===== src/rtl/sdram_types.sv =====
// Shared types for the SDRAM request arbiter.
// Holds the arbiter FSM encoding and the default read-outstanding cap.
package sdram_types;

   localparam int SDRAM_MAX_OUTS = 4;

   typedef enum logic {
      ARB_IDLE  = 1'b0,
      ARB_ISSUE = 1'b1
   } arb_state_t;

endpackage


===== src/rtl/sdram_rr_pick.sv =====
// Combinational round-robin grant selection for the SDRAM arbiter.
// With SDRAM_ARB_PRIO0_EN defined, client 0 always wins when eligible.
module sdram_rr_pick #(
   parameter int IN = 2
) (
   input  logic [2**IN-1:0] elig,
   input  logic [IN-1:0]    last_grant,
   output logic [IN-1:0]    grant,
   output logic             valid
);

   logic [2**IN-1:0] cand;
   logic [IN-1:0]    idx;

   // first candidate after last_grant, wrapping modulo the client count
   always_comb begin
      grant = '0;
      valid = 1'b0;
      idx   = '0;
      cand  = elig;
`ifdef SDRAM_ARB_PRIO0_EN
      cand[0] = 1'b0;
`endif
      for (int i = 1; i <= 2**IN; i++) begin
         idx = last_grant + IN'(i);
         if (!valid && cand[idx]) begin
            grant = idx;
            valid = 1'b1;
         end
      end
`ifdef SDRAM_ARB_PRIO0_EN
      if (elig[0]) begin
         grant = '0;
         valid = 1'b1;
      end
`endif
   end

endmodule


===== src/rtl/sdram_arbiter.sv =====
// Multi-client SDRAM request arbiter with per-client read credit tracking.
// Optional SDRAM_ARB_PRIO0_EN gives client 0 strict priority.
module sdram_arbiter
   import sdram_types::*;
#(
   parameter int AN       = 24,
   parameter int DN       = 16,
   parameter int IN       = 2,
   parameter int MAX_OUTS = SDRAM_MAX_OUTS
) (
   input  logic                  clkSYS,
   input  logic                  reset,
   input  logic [2**IN-1:0]      cl_req,
   input  logic [2**IN-1:0]      cl_wr,
   input  logic [(2**IN)*AN-1:0] cl_addr,
   input  logic [(2**IN)*DN-1:0] cl_data,
   output logic [2**IN-1:0]      cl_ack,
   output logic [DN-1:0]         cl_rdata,
   output logic [2**IN-1:0]      cl_rvalid,
   output logic [AN-1:0]         req_addr,
   output logic [DN-1:0]         req_data,
   output logic [IN-1:0]         req_id,
   output logic                  req,
   output logic                  req_wr,
   input  logic                  req_ack,
   input  logic [DN-1:0]         mem_data,
   input  logic [IN-1:0]         mem_id,
   input  logic                  mem_valid,
   output logic                  rd_err
);

   localparam int N = 2**IN;

   arb_state_t    state;
   logic [IN-1:0] last_grant;
   logic [IN-1:0] pick_id;
   logic          pick_vld;
   logic [N-1:0]  elig;
   logic [N-1:0]  inc_v;
   logic [N-1:0]  dec_v;
   logic [3:0]    outs [N];
   logic          acc_rd;

   assign acc_rd = (state == ARB_ISSUE) && req_ack && !req_wr;

   // writes are always eligible; reads only while credit remains
   always_comb begin
      elig  = '0;
      inc_v = '0;
      dec_v = '0;
      for (int k = 0; k < N; k++) begin
         elig[k]  = cl_req[k] && (cl_wr[k] || (outs[k] < 4'(MAX_OUTS)));
         inc_v[k] = acc_rd && (req_id == IN'(k));
         dec_v[k] = mem_valid && (mem_id == IN'(k));
      end
   end

   sdram_rr_pick #(
      .IN(IN)
   ) u_pick (
      .elig      (elig),
      .last_grant(last_grant),
      .grant     (pick_id),
      .valid     (pick_vld)
   );

   // two-state issue FSM: capture a client in IDLE, hold it until accepted
   always_ff @(posedge clkSYS or posedge reset) begin
      if (reset) begin
         state      <= ARB_IDLE;
         req        <= 1'b0;
         req_wr     <= 1'b0;
         req_addr   <= '0;
         req_data   <= '0;
         req_id     <= '0;
         cl_ack     <= '0;
         last_grant <= IN'(N - 1);
      end else begin
         cl_ack <= '0;
         unique case (state)
            ARB_IDLE: begin
               if (pick_vld) begin
                  req_addr <= cl_addr[pick_id*AN +: AN];
                  req_data <= cl_data[pick_id*DN +: DN];
                  req_wr   <= cl_wr[pick_id];
                  req_id   <= pick_id;
                  req      <= 1'b1;
                  cl_ack   <= N'(1) << pick_id;
                  state    <= ARB_ISSUE;
               end else begin
                  req <= 1'b0;
               end
            end
            ARB_ISSUE: begin
               if (req_ack) begin
                  req        <= 1'b0;
                  last_grant <= req_id;
                  state      <= ARB_IDLE;
               end
            end
         endcase
      end
   end

   // outstanding read credits; an unmatched return flags a sticky error
   always_ff @(posedge clkSYS or posedge reset) begin
      if (reset) begin
         for (int k = 0; k < N; k++) outs[k] <= '0;
         rd_err <= 1'b0;
      end else begin
         for (int k = 0; k < N; k++) begin
            if (inc_v[k] && !dec_v[k]) begin
               outs[k] <= outs[k] + 4'd1;
            end else if (dec_v[k] && !inc_v[k]) begin
               if (outs[k] == 4'd0) rd_err <= 1'b1;
               else outs[k] <= outs[k] - 4'd1;
            end
         end
      end
   end

   // read return path, one register stage
   always_ff @(posedge clkSYS or posedge reset) begin
      if (reset) begin
         cl_rdata  <= '0;
         cl_rvalid <= '0;
      end else begin
         cl_rdata  <= mem_data;
         cl_rvalid <= mem_valid ? (N'(1) << mem_id) : '0;
      end
   end

endmodule


===== config.mk =====
export PLATFORM = sky130hd
export DESIGN_NAME = sdram_arbiter
export DESIGN_NICKNAME = d
export VERILOG_FILES = /design/src/rtl/sdram_types.sv /design/src/rtl/sdram_rr_pick.sv /design/src/rtl/sdram_arbiter.sv
export SDC_FILE = /design/constraint.sdc
export NUM_CORES = 1
export LEC_CHECK = 0
export CORE_UTILIZATION = 43
export DETAILED_ROUTE_END_ITERATION = 12
export PLACE_DENSITY_LB_ADDON = 0.1
export SYNTH_ARGS = -nofsm -noshare
export SYNTH_HDL_FRONTEND = slang
export SYNTH_SLANG_ARGS = --single-unit
export TNS_END_PERCENT = 30

===== constraint.sdc =====
create_clock -name clkSYS -period 5.1 [get_ports clkSYS]
set_input_delay 0.765 -clock clkSYS [delete_from_list [all_inputs] [get_ports clkSYS]]
set_output_delay 0.765 -clock clkSYS [all_outputs]
set_load 0.02 [all_outputs]

# After elaboration in Yosys (flattened, before gate mapping)
# Cells that the tools add are included.
# Widths: inputs -> output; s select.
[word_totals] regBits=88 output_inout_bits=69 wordCells=159
[classes] addsub=11 mul=1 n_bitwise=1 shift=4 reduce_logical=57 eq_ne=11 n_lt_le_gt_ge=9 mux=50
[op_table] cell="$shiftx 96x8->24" n=1
[op_table] cell="$shiftx 64x7->16" n=1
[op_table] cell="$mux 4" n=15
[op_table] cell="$logic_and 1x1->1" n=25
[op_table] cell="$mux 1" n=24
[op_table] cell="$add 4x1->4 const B" n=4
[op_table] cell="$logic_not 4->1" n=4
[op_table] cell="$lt 4x3->1 const B" n=4
[op_table] cell="$sub 4x1->4 const B" n=4
[op_table] cell="$lt 2x3->1 const B" n=5
[op_table] cell="$logic_not 1->1" n=12
[op_table] cell="$reduce_and 2->1" n=6
[op_table] cell="$bmux 1 s2" n=5
[op_table] cell="$ne 2x2->1 const B" n=5
[op_table] cell="$eq 2x2->1 const B" n=4
[op_table] cell="$mux 2" n=4
[op_table] cell="$reduce_bool 2->1" n=4
[op_table] cell="$shl 1x2->4 const A" n=2
[op_table] cell="$add 2x2->2 const B" n=2
[op_table] cell="$eq 2x1->1 const B" n=2
[op_table] cell="$logic_not 2->1" n=2
[op_table] cell="$logic_or 1x1->1" n=4
[op_table] cell="$mul 2x2->4 const B" n=1
[op_table] cell="$pmux 1 s2" n=2
[op_table] cell="2 further kinds" n=2

# Depth between registers and ports, before layout
# Gate-level depths: netlist of run 1.
[logic_depth] word_depth=18 depth_mapped=13 depth_no_buf=13

# By module
# A second synthesis of run 1 with hierarchy kept.
[hier_totals] cells_unflattened=429 area_unflattened_um2=4768.3
[modules_own_cells] mod="sdram_arbiter" n_inst=1 cells_each=415 seq_area_each_um2=2204.6 area_per_inst_um2=4677.0
[modules_own_cells] mod="sdram_rr_pick" n_inst=1 cells_each=14 seq_area_each_um2=0.0 area_per_inst_um2=91.3

# Worst setup path after synthesis of run 1
# OpenSTA, ideal clock, no wires.
[synth_timing] path_type="input to register" startpoint="input req_ack" endpoint="register outs[11] (netlist name)" setup_ns=0.125 stages=13 setup_slack_ns=2.450 t_required_ns=4.975 arrival_ns=2.525 cell_sequence="nand2_1 > nor2_1 > nand2_1 > or2_2 > inv_1 > ha_1 > inv_1 > ha_1 > a21o_1 > a21oi_1 > xnor2_1 > nand2_1 > xnor2_1"
[synth_between] elab_chain_cells=7 word_cells_on_any_way=10 classes_between="eq/ne (1); mux (1); reduce/logical (8)"
[synth_rtl] element="from (decl)" line_no="sdram_arbiter.sv:25" text="input logic req_ack,"
[synth_rtl] element="$logic_and 1x1->1 (*) (2 in a row)" line_no="sdram_arbiter.sv:44" text="assign acc_rd = (state == ARB_ISSUE) && req_ack && !req_wr;"
[synth_rtl] element="$logic_and 1x1->1 (*)" line_no="sdram_arbiter.sv:53" text="inc_v[k] = acc_rd && (req_id == IN'(k));"
[synth_rtl] element="$logic_not 1->1" line_no="sdram_arbiter.sv:114" text="end else if (dec_v[k] && !inc_v[k]) begin"
[synth_rtl] element="$logic_and 1x1->1" line_no="sdram_arbiter.sv:114"
[synth_rtl] element="$reduce_bool 2->1 (no line)"
[synth_rtl] element="$reduce_and 2->1 (no line)"
[synth_rtl] element="to (signal, indexed assignment)" line_no="sdram_arbiter.sv:113" text="outs[k] <= outs[k] + 4'd1;"
[synth_rtl] element="to (signal, indexed assignment)" line_no="sdram_arbiter.sv:116" text="else outs[k] <= outs[k] - 4'd1;"
[synth_rtl] element="to (decl)" line_no="sdram_arbiter.sv:41" text="logic [3:0] outs [N];"
# Mark *: on every way between the ends. The rest lies on a longest branch, timed or not.
# A chain may end at the register's enable or synchronous reset.

# Worst setup path in the final report of run 1
[layout_timing] startpoint="input cl_wr[1]" endpoint="register req_addr[18]"
[layout_between] elab_chain_cells=16 word_cells_on_any_way=27 classes_between="mul (1); shift (1); mux (16); reduce/logical (9)"
[layout_rtl] element="from (decl)" line_no="sdram_arbiter.sv:14" text="input logic [2**IN-1:0] cl_wr,"
[layout_rtl] element="$logic_or 1x1->1 (*)" line_no="sdram_arbiter.sv:52" text="elig[k] = cl_req[k] && (cl_wr[k] || (outs[k] < 4'(MAX_OUTS)));"
[layout_rtl] element="$logic_and 1x1->1 (*)" line_no="sdram_arbiter.sv:52"
[layout_rtl] element="$bmux 1 s2" line_no="sdram_rr_pick.sv:26" text="if (!valid && cand[idx]) begin"
[layout_rtl] element="$mux 1 (not written as such)" line_no="sdram_rr_pick.sv:26"
[layout_rtl] element="$mux 1" line_no="sdram_rr_pick.sv:26"
[layout_rtl] element="$logic_not 1->1" line_no="sdram_rr_pick.sv:26"
[layout_rtl] element="$logic_and 1x1->1" line_no="sdram_rr_pick.sv:26"
[layout_rtl] element="$mux 1" line_no="sdram_rr_pick.sv:26"
[layout_rtl] element="$logic_not 1->1" line_no="sdram_rr_pick.sv:26"
[layout_rtl] element="$logic_and 1x1->1" line_no="sdram_rr_pick.sv:26"
[layout_rtl] element="$mux 1" line_no="sdram_rr_pick.sv:26"
[layout_rtl] element="$logic_not 1->1" line_no="sdram_rr_pick.sv:26"
[layout_rtl] element="$logic_and 1x1->1" line_no="sdram_rr_pick.sv:26"
[layout_rtl] element="$mux 2" line_no="sdram_rr_pick.sv:26"
[layout_rtl] element="$mul 2x2->4" line_no="sdram_arbiter.sv:83" text="req_addr <= cl_addr[pick_id*AN +: AN];"
[layout_rtl] element="$shiftx 96x8->24" line_no="sdram_arbiter.sv:83"
[layout_rtl] element="to (signal assigned)" line_no="sdram_arbiter.sv:83"
[layout_rtl] element="to (decl)" line_no="sdram_arbiter.sv:20" text="output logic [AN-1:0] req_addr,"
# Mark *: on every way between the ends. The rest lies on a longest branch, timed or not. The select of a mux whose other input is x is not followed.

==> impl_metrics.toml, run 1 <==
[sta]
holdWs_ns = 0.495
report.final.slew_viol_count = 0
finalHoldViolCount = 0
finalCritPeriodShare_pct = 64.2
worstMarginPinSlew_ns = 1.09
setup_viol = 0
period_minus_slack_ns = 3.27
rsz0062_at_grt = "no"
finalClockSkew_ns = 0.00800
finalSetupTns_ns = 0
fmax_mhz = 306
maxSlewHeadroom_pct = 27.4

[setup_path]
worstSetupStartpointType = "input port"
crit_path_max_fanout = 33
cp-startpoint = "cl_wr[1]"
worst_ep_required_time_ns = 5.30
endpoint_kind = "flop"
arrival_ns = 3.47
r2r_start = "outs[3]$_DFFE_PP0P_"
path_class = "input port to flop"

[power]
power.density_nw_per_um2 = 489
p_leak_nw = 3.25
peakVddDrop_uv = 225

[cts]
clkSinkCount = 88
cts_root_buffer = "clkbuf_16"
clkLatencyLatePin_ns = 0.35
clock_path_buffers = 2
post_cts_resize_count = 0
path_clk_slew_ns = 0.06
tritoncts = "yes"
cts_max_level = 3
post-cts-setup-buffers = 0
hold_buffers = 0
numCtsBuffers = 9

[route]
drt_iter0_drc = 290
wl_per_cell_microns = 18.9
routed_wl_microns = 16400
drc = 0
vias = 4834
drt_pre_antenna_iters = 4
viasPerCell = 5.55
detail-route-antenna-nets = 0

[synth]
syn_inst = 478
synth_largest_area_cell = "dfrtp_1"
synth_adder_area_share_pct = 5.70
yosys.cell_count.top_type = "dfrtp_1"
syn-cell-area_sq_um = 4910
ys_warn_count = 0
syn_area_per_cell_sq_um = 10.3
synth_cell_types = 54
synth_top_family_by_area = "compound AO/OA/AOI/OAI gates"
synthSimpleGateAreaFrac_pct = 11.4
synth_edf_count = 0
synth_compound_area_share_pct = 22.7
async_reset_ff_share_pct = 100
synth_xor_area_share_pct = 2.14
synth-seq-area-share_pct = 44.9
synth-seq-cells = 88
synth_ff_type = "dfrtp_1"
synth_common_cells = "dfrtp_1, nand2_1, mux2i_1, nor2_1, o21ai_0"
syn-num-nets = 688
synth.area.top_cells = "dfrtp_1, mux2i_1, nand2_1, ha_1, a32oi_1"
yosysTopAreaCellShare_pct = 43.8
muxShareOfSynthArea_pct = 8.81

[global_route]
first_global_vias = 4773
grt.total_usage_pct = 27.3
grt_max_degree = 65
grt_pass1_wl_microns = 24400
overflow = 0
antenna_found_initial = 0

[hold_path]
hp-start = "req_addr[18]$_DFFE_PP0P_"
hold_class = "flop to flop"

[layout]
final_util_pct = 72.1
antenna_cells = 0
drive_above_1_share_pct = 6.57
nets = 936
syn_to_final_growth_pct = 61.2

[floorplanning]
ios = 259
num_rows = 38
initial_core_util_pct = 44.7
core_sq_um = 11000
fp.dieW_microns = 109
die_area_sq_um = 11900
die_h_microns = 109

[run]
max_cap_violations = 0

[placement]
port_buffers = 258
dp_hpwl_microns = 12400
gp_congestion = 0.898

[run_status]
status = "completed"
[sequential cells by signal, indices dropped and copies added, names as in the netlist]
signal / cells
state: 1
cl_rdata: 16
req_addr: 24
outs: 16
cl_rvalid: 4
req_id: 2
cl_ack: 4
req: 1
last_grant: 2
req_wr: 1
rd_err: 1
req_data: 16
[final cells by class]
class	instances	area, sq um
Fill cell	806	3060
Timing Repair Buffer	263	2630
Multi-Input combinational cell	350	2540
Sequential cell	88	2200
Clock buffer	11	253
Tap cell	140	175
Clock inverter	5	63.8
Inverter	14	53.8
[critical path: stages]
cell	delay [ns]
clkdlybuf4s50_1	0.45
o21bai_4	0.22
a22o_4	0.31
a32o_1	0.26
a211oi_4	0.71
buf_12	0.35
mux2i_1	0.30
o211ai_2	0.09
[where the power goes]
part | internal [mW] | switching [mW] | leakage (nW) | total (mW)
sequential | 0.949 | 0.232 | 1.05 | 1.18
clock | 0.410 | 0.294 | 0.152 | 0.704
combinational | 0.946 | 1.04 | 2.05 | 1.99
[cells in the final DEF, fill, tap and decap left out, types with 4 or more instances in the layout]
cell type and n:
clkdlybuf4s50_1 258, o22ai_1 19, o211ai_1 20, inv_1 13, fa_1 4, nand2_1 62, or4_1 5, nand3_1 6
nor2_1 33, o21ai_0 29, a221oi_1 21, a21o_1 4, ha_1 16, and2_1 5, buf_4 4, or2_2 7
a32oi_1 22, clkbuf_16 9, dfrtp_1 86, mux2i_1 41, xnor2_1 12, a21oi_1 8
[worst paths after layout]
kind / to / slack [ns] / cells past startpoint
setup / recovery: req_addr[18]$_DFFE_PP0P_ / 1.83 / 8
hold reg to reg: req_addr[18]$_DFFE_PP0P_ / 0.49 / 2
max in group asynchronous: req_addr[12]$_DFFE_PP0P_ / 3.15 / 3
setup reg to reg: req_addr[18]$_DFFE_PP0P_ / 2.31 / 7
hold / removal: req_addr[18]$_DFFE_PP0P_ / 0.49 / 2
min in group asynchronous: cl_rdata[7]$_DFF_PP0_ / 0.88 / 2
[kinds of logic after synthesis]
logic type | count (synthesis)
compound gates | 148
fa+ha+maj | 20
simple gates | 127
buf+inv | 40
mux | 43
flops | 88
xor+xnor | 12
[stage by stage]
step	power (mW)	setup WS (ns)	area, sq um	std cells
floorplan	2.39	2.06	4910	478
global placement	3.11	1.60	7600	855
global route	4.10	1.71	7920	871
CTS	3.88	1.83	7920	871
detailed placement	3.18	1.49	7600	855
finish	3.87	1.83	7920	871
[layer usage]
metal	vias to the layer above	routed length, microns	global-route usage (%)
met2	187	8600	48.3
li1	2276	-	-
met5	-	0	0
met1	2352	6490	32.0
met3	19	1060	6.81
met4	0	269	8.88
Note: power is estimated with default switching activity, not from simulation.
==> run 2: changes to the inputs <==
--- a/config.mk
+++ b/config.mk
@@ -5,7 +5,7 @@
 export SDC_FILE = /design/constraint.sdc
 export NUM_CORES = 1
 export LEC_CHECK = 0
-export CORE_UTILIZATION = 43
+export CORE_UTILIZATION = 36
 export DETAILED_ROUTE_END_ITERATION = 12
 export PLACE_DENSITY_LB_ADDON = 0.1
 export SYNTH_ARGS = -nofsm -noshare
==> constraint.sdc (replaced) <==
create_clock -name clkSYS -period 3 [get_ports clkSYS]
set_input_delay 0.45 -clock clkSYS [delete_from_list [all_inputs] [get_ports clkSYS]]
set_output_delay 0.45 -clock clkSYS [all_outputs]
set_load 0.02 [all_outputs]
==> impl_metrics.toml, run 2 (synthesized netlist as in run 1, its figures left out) <==
[run_status]
status = "completed"

[sta]
maxSlewHeadroom_pct = 43.6
fmax_mhz = 377
report.final.slew_viol_count = 0
finalClockSkew_ns = 0.00672
holdWs_ns = 0.493
fin_ws_ns = 0.347
setup_viol = 0
finalCritPeriodShare_pct = 88.4
period_minus_slack_ns = 2.65
worstMarginPinSlew_ns = 0.844
rsz0062_at_grt = "no"
finalSetupTns_ns = 0
finalHoldViolCount = 0

[layout]
drive_above_1_share_pct = 7.45
antenna_cells = 0
fin_area_sq_um = 8070
syn_to_final_growth_pct = 64.2
top_register = "req_addr"
nets = 943
instances_no_fill = 914
layout_commonest_cell = "clkdlybuf4s50_1"
largest_reg_flops = 24
final_cell_mix = "clkdlybuf4s50_1, dfrtp_1, nand2_1"

[cts]
cts_root_buffer = "clkbuf_16"
clkSinkCount = 88
path_clk_slew_ns = 0.07
post_cts_resize_count = 0
clkLatencyLatePin_ns = 0.34
hold_buffers = 0
numCtsBuffers = 9
post-cts-setup-buffers = 0
tritoncts = "yes"
clock_path_buffers = 2
cts_max_level = 3

[global_route]
first_global_vias = 5037
grt_max_degree = 66
grt_pass1_wl_microns = 26100
overflow = 0
grt.total_usage_pct = 23.9
antenna_found_initial = 0

[setup_path]
endpoint_kind = "flop"
r2r_start = "state$_DFF_PP0_"
worst_ep_required_time_ns = 3.23
cp-startpoint = "state$_DFF_PP0_"
slowest_stage = "dfrtp_1"
path_cells = "nand2_1 > nor2_1 > nand2_1 > or2_2 > inv_1 > ha_1 > inv_1 > ha_1 > a21o_1 > a21oi_1 > xnor2_1 > nand2_1 > xnor2_1"
arrival_ns = 2.88
cpMostUsedCell = "nand2_1"
endpoint = "outs[7]$_DFFE_PP0P_"
r2r_cells = 13
crit_path_max_fanout = 6
path_depth = 13
worstSetupStartpointType = "flop"
critPathBufInv = 2
path_class = "flop to flop"
path_delay_family = "simple AND/OR/NAND/NOR gates"
r2r_slack_ns = 0.35
slowest_delay_ns = 0.53
rr_endpoint = "outs[7]$_DFFE_PP0P_"

[route]
vias = 4857
drt_iter0_drc = 271
viasPerCell = 5.31
routed_wl_microns = 16800
drt_pre_antenna_iters = 4
wl_per_cell_microns = 18.4
drc = 0
detail-route-antenna-nets = 0

[power]
peakVddDrop_uv = 352
p_leak_nw = 3.29
power.density_nw_per_um2 = 833

[run]
max_cap_violations = 0

[placement]
gp_congestion = 0.853
dp_hpwl_microns = 13000
place_ws_ns = 0.00641
port_buffers = 258
placed_cells = 898
placed_cell_area_sq_um = 7740

[floorplanning]
initial_core_util_pct = 37.0
core_sq_um = 13300
die_h_microns = 119
num_rows = 42
die_area_sq_um = 14100
fp.dieW_microns = 119
ios = 259

[hold_path]
hold_class = "flop to flop"
hold_depth = 2
==> run 2: cell count changes in the layout (fill, tap and decap cells not counted), sizes merged <==
cell and delta:
buf +7, clkbuf -2, bufinv +1, clkinv -1
clkinvlp +1, inv +1
==> run 2: worst min-delay path, cell delays in order, from the launching register on <==
cell and delay (ns):
dfrtp_1 0.35, a21oi_1 0.04, nand3_1 0.07
==> run 2: layout make-up <==
cell class | instances | area [sq um]
clock buffer | 9 | 225
timing repair buffer | 270 | 2720
tap | 176 | 220
multi-input combinational | 350 | 2540
sequential | 88 | 2200
inverter | 14 | 53.8
clock inverter | 7 | 104
fill | 1107 | 5230
==> run 2: report_power, final <==
part           internal (mW)  total (mW)  switching [mW]  leakage, nW
Clock                  0.740        1.24           0.498        0.154
Sequential              1.61        2.01           0.400         1.05
Combinational           1.66        3.47            1.81         2.09
==> run 2: metal layers <==
| metal | track usage (%) | up-vias | share of wire, % |
|---|---|---|---|
| met5 | 0 | - | 0 |
| met4 | 8.70 | 0 | 2.3 |
| met3 | 4.84 | 25 | 5.3 |
| met2 | 41.8 | 174 | 51 |
| met1 | 29.1 | 2365 | 41 |
| li1 | - | 2293 | - |
==> run 2: worst min path at each step <==
| stage | from | slack, ns | to |
|---|---|---|---|
| after floorplan | outs[15]$_DFFE_PP0P_ | 0.46 | outs[15]$_DFFE_PP0P_ |
| after global routing | rd_err$_DFF_PP0_ | 0.51 | rd_err$_DFF_PP0_ |
| final | rd_err$_DFF_PP0_ | 0.49 | rd_err$_DFF_PP0_ |
| after CTS | rd_err$_DFF_PP0_ | 0.50 | rd_err$_DFF_PP0_ |
| after global placement | req$_DFFE_PP0P_ | 0.48 | req$_DFFE_PP0P_ |
| after detailed placement | rd_err$_DFF_PP0_ | 0.48 | rd_err$_DFF_PP0_ |
==> run 2: stage by stage <==
step / utilization [%] / power (mW)
floorplan: - / 4.06
global placement: 58.2 / 5.40
detailed placement: 58.2 / 5.50
CTS: 60.7 / 6.77
global route: 60.7 / 7.13
finish: 60.7 / 6.72
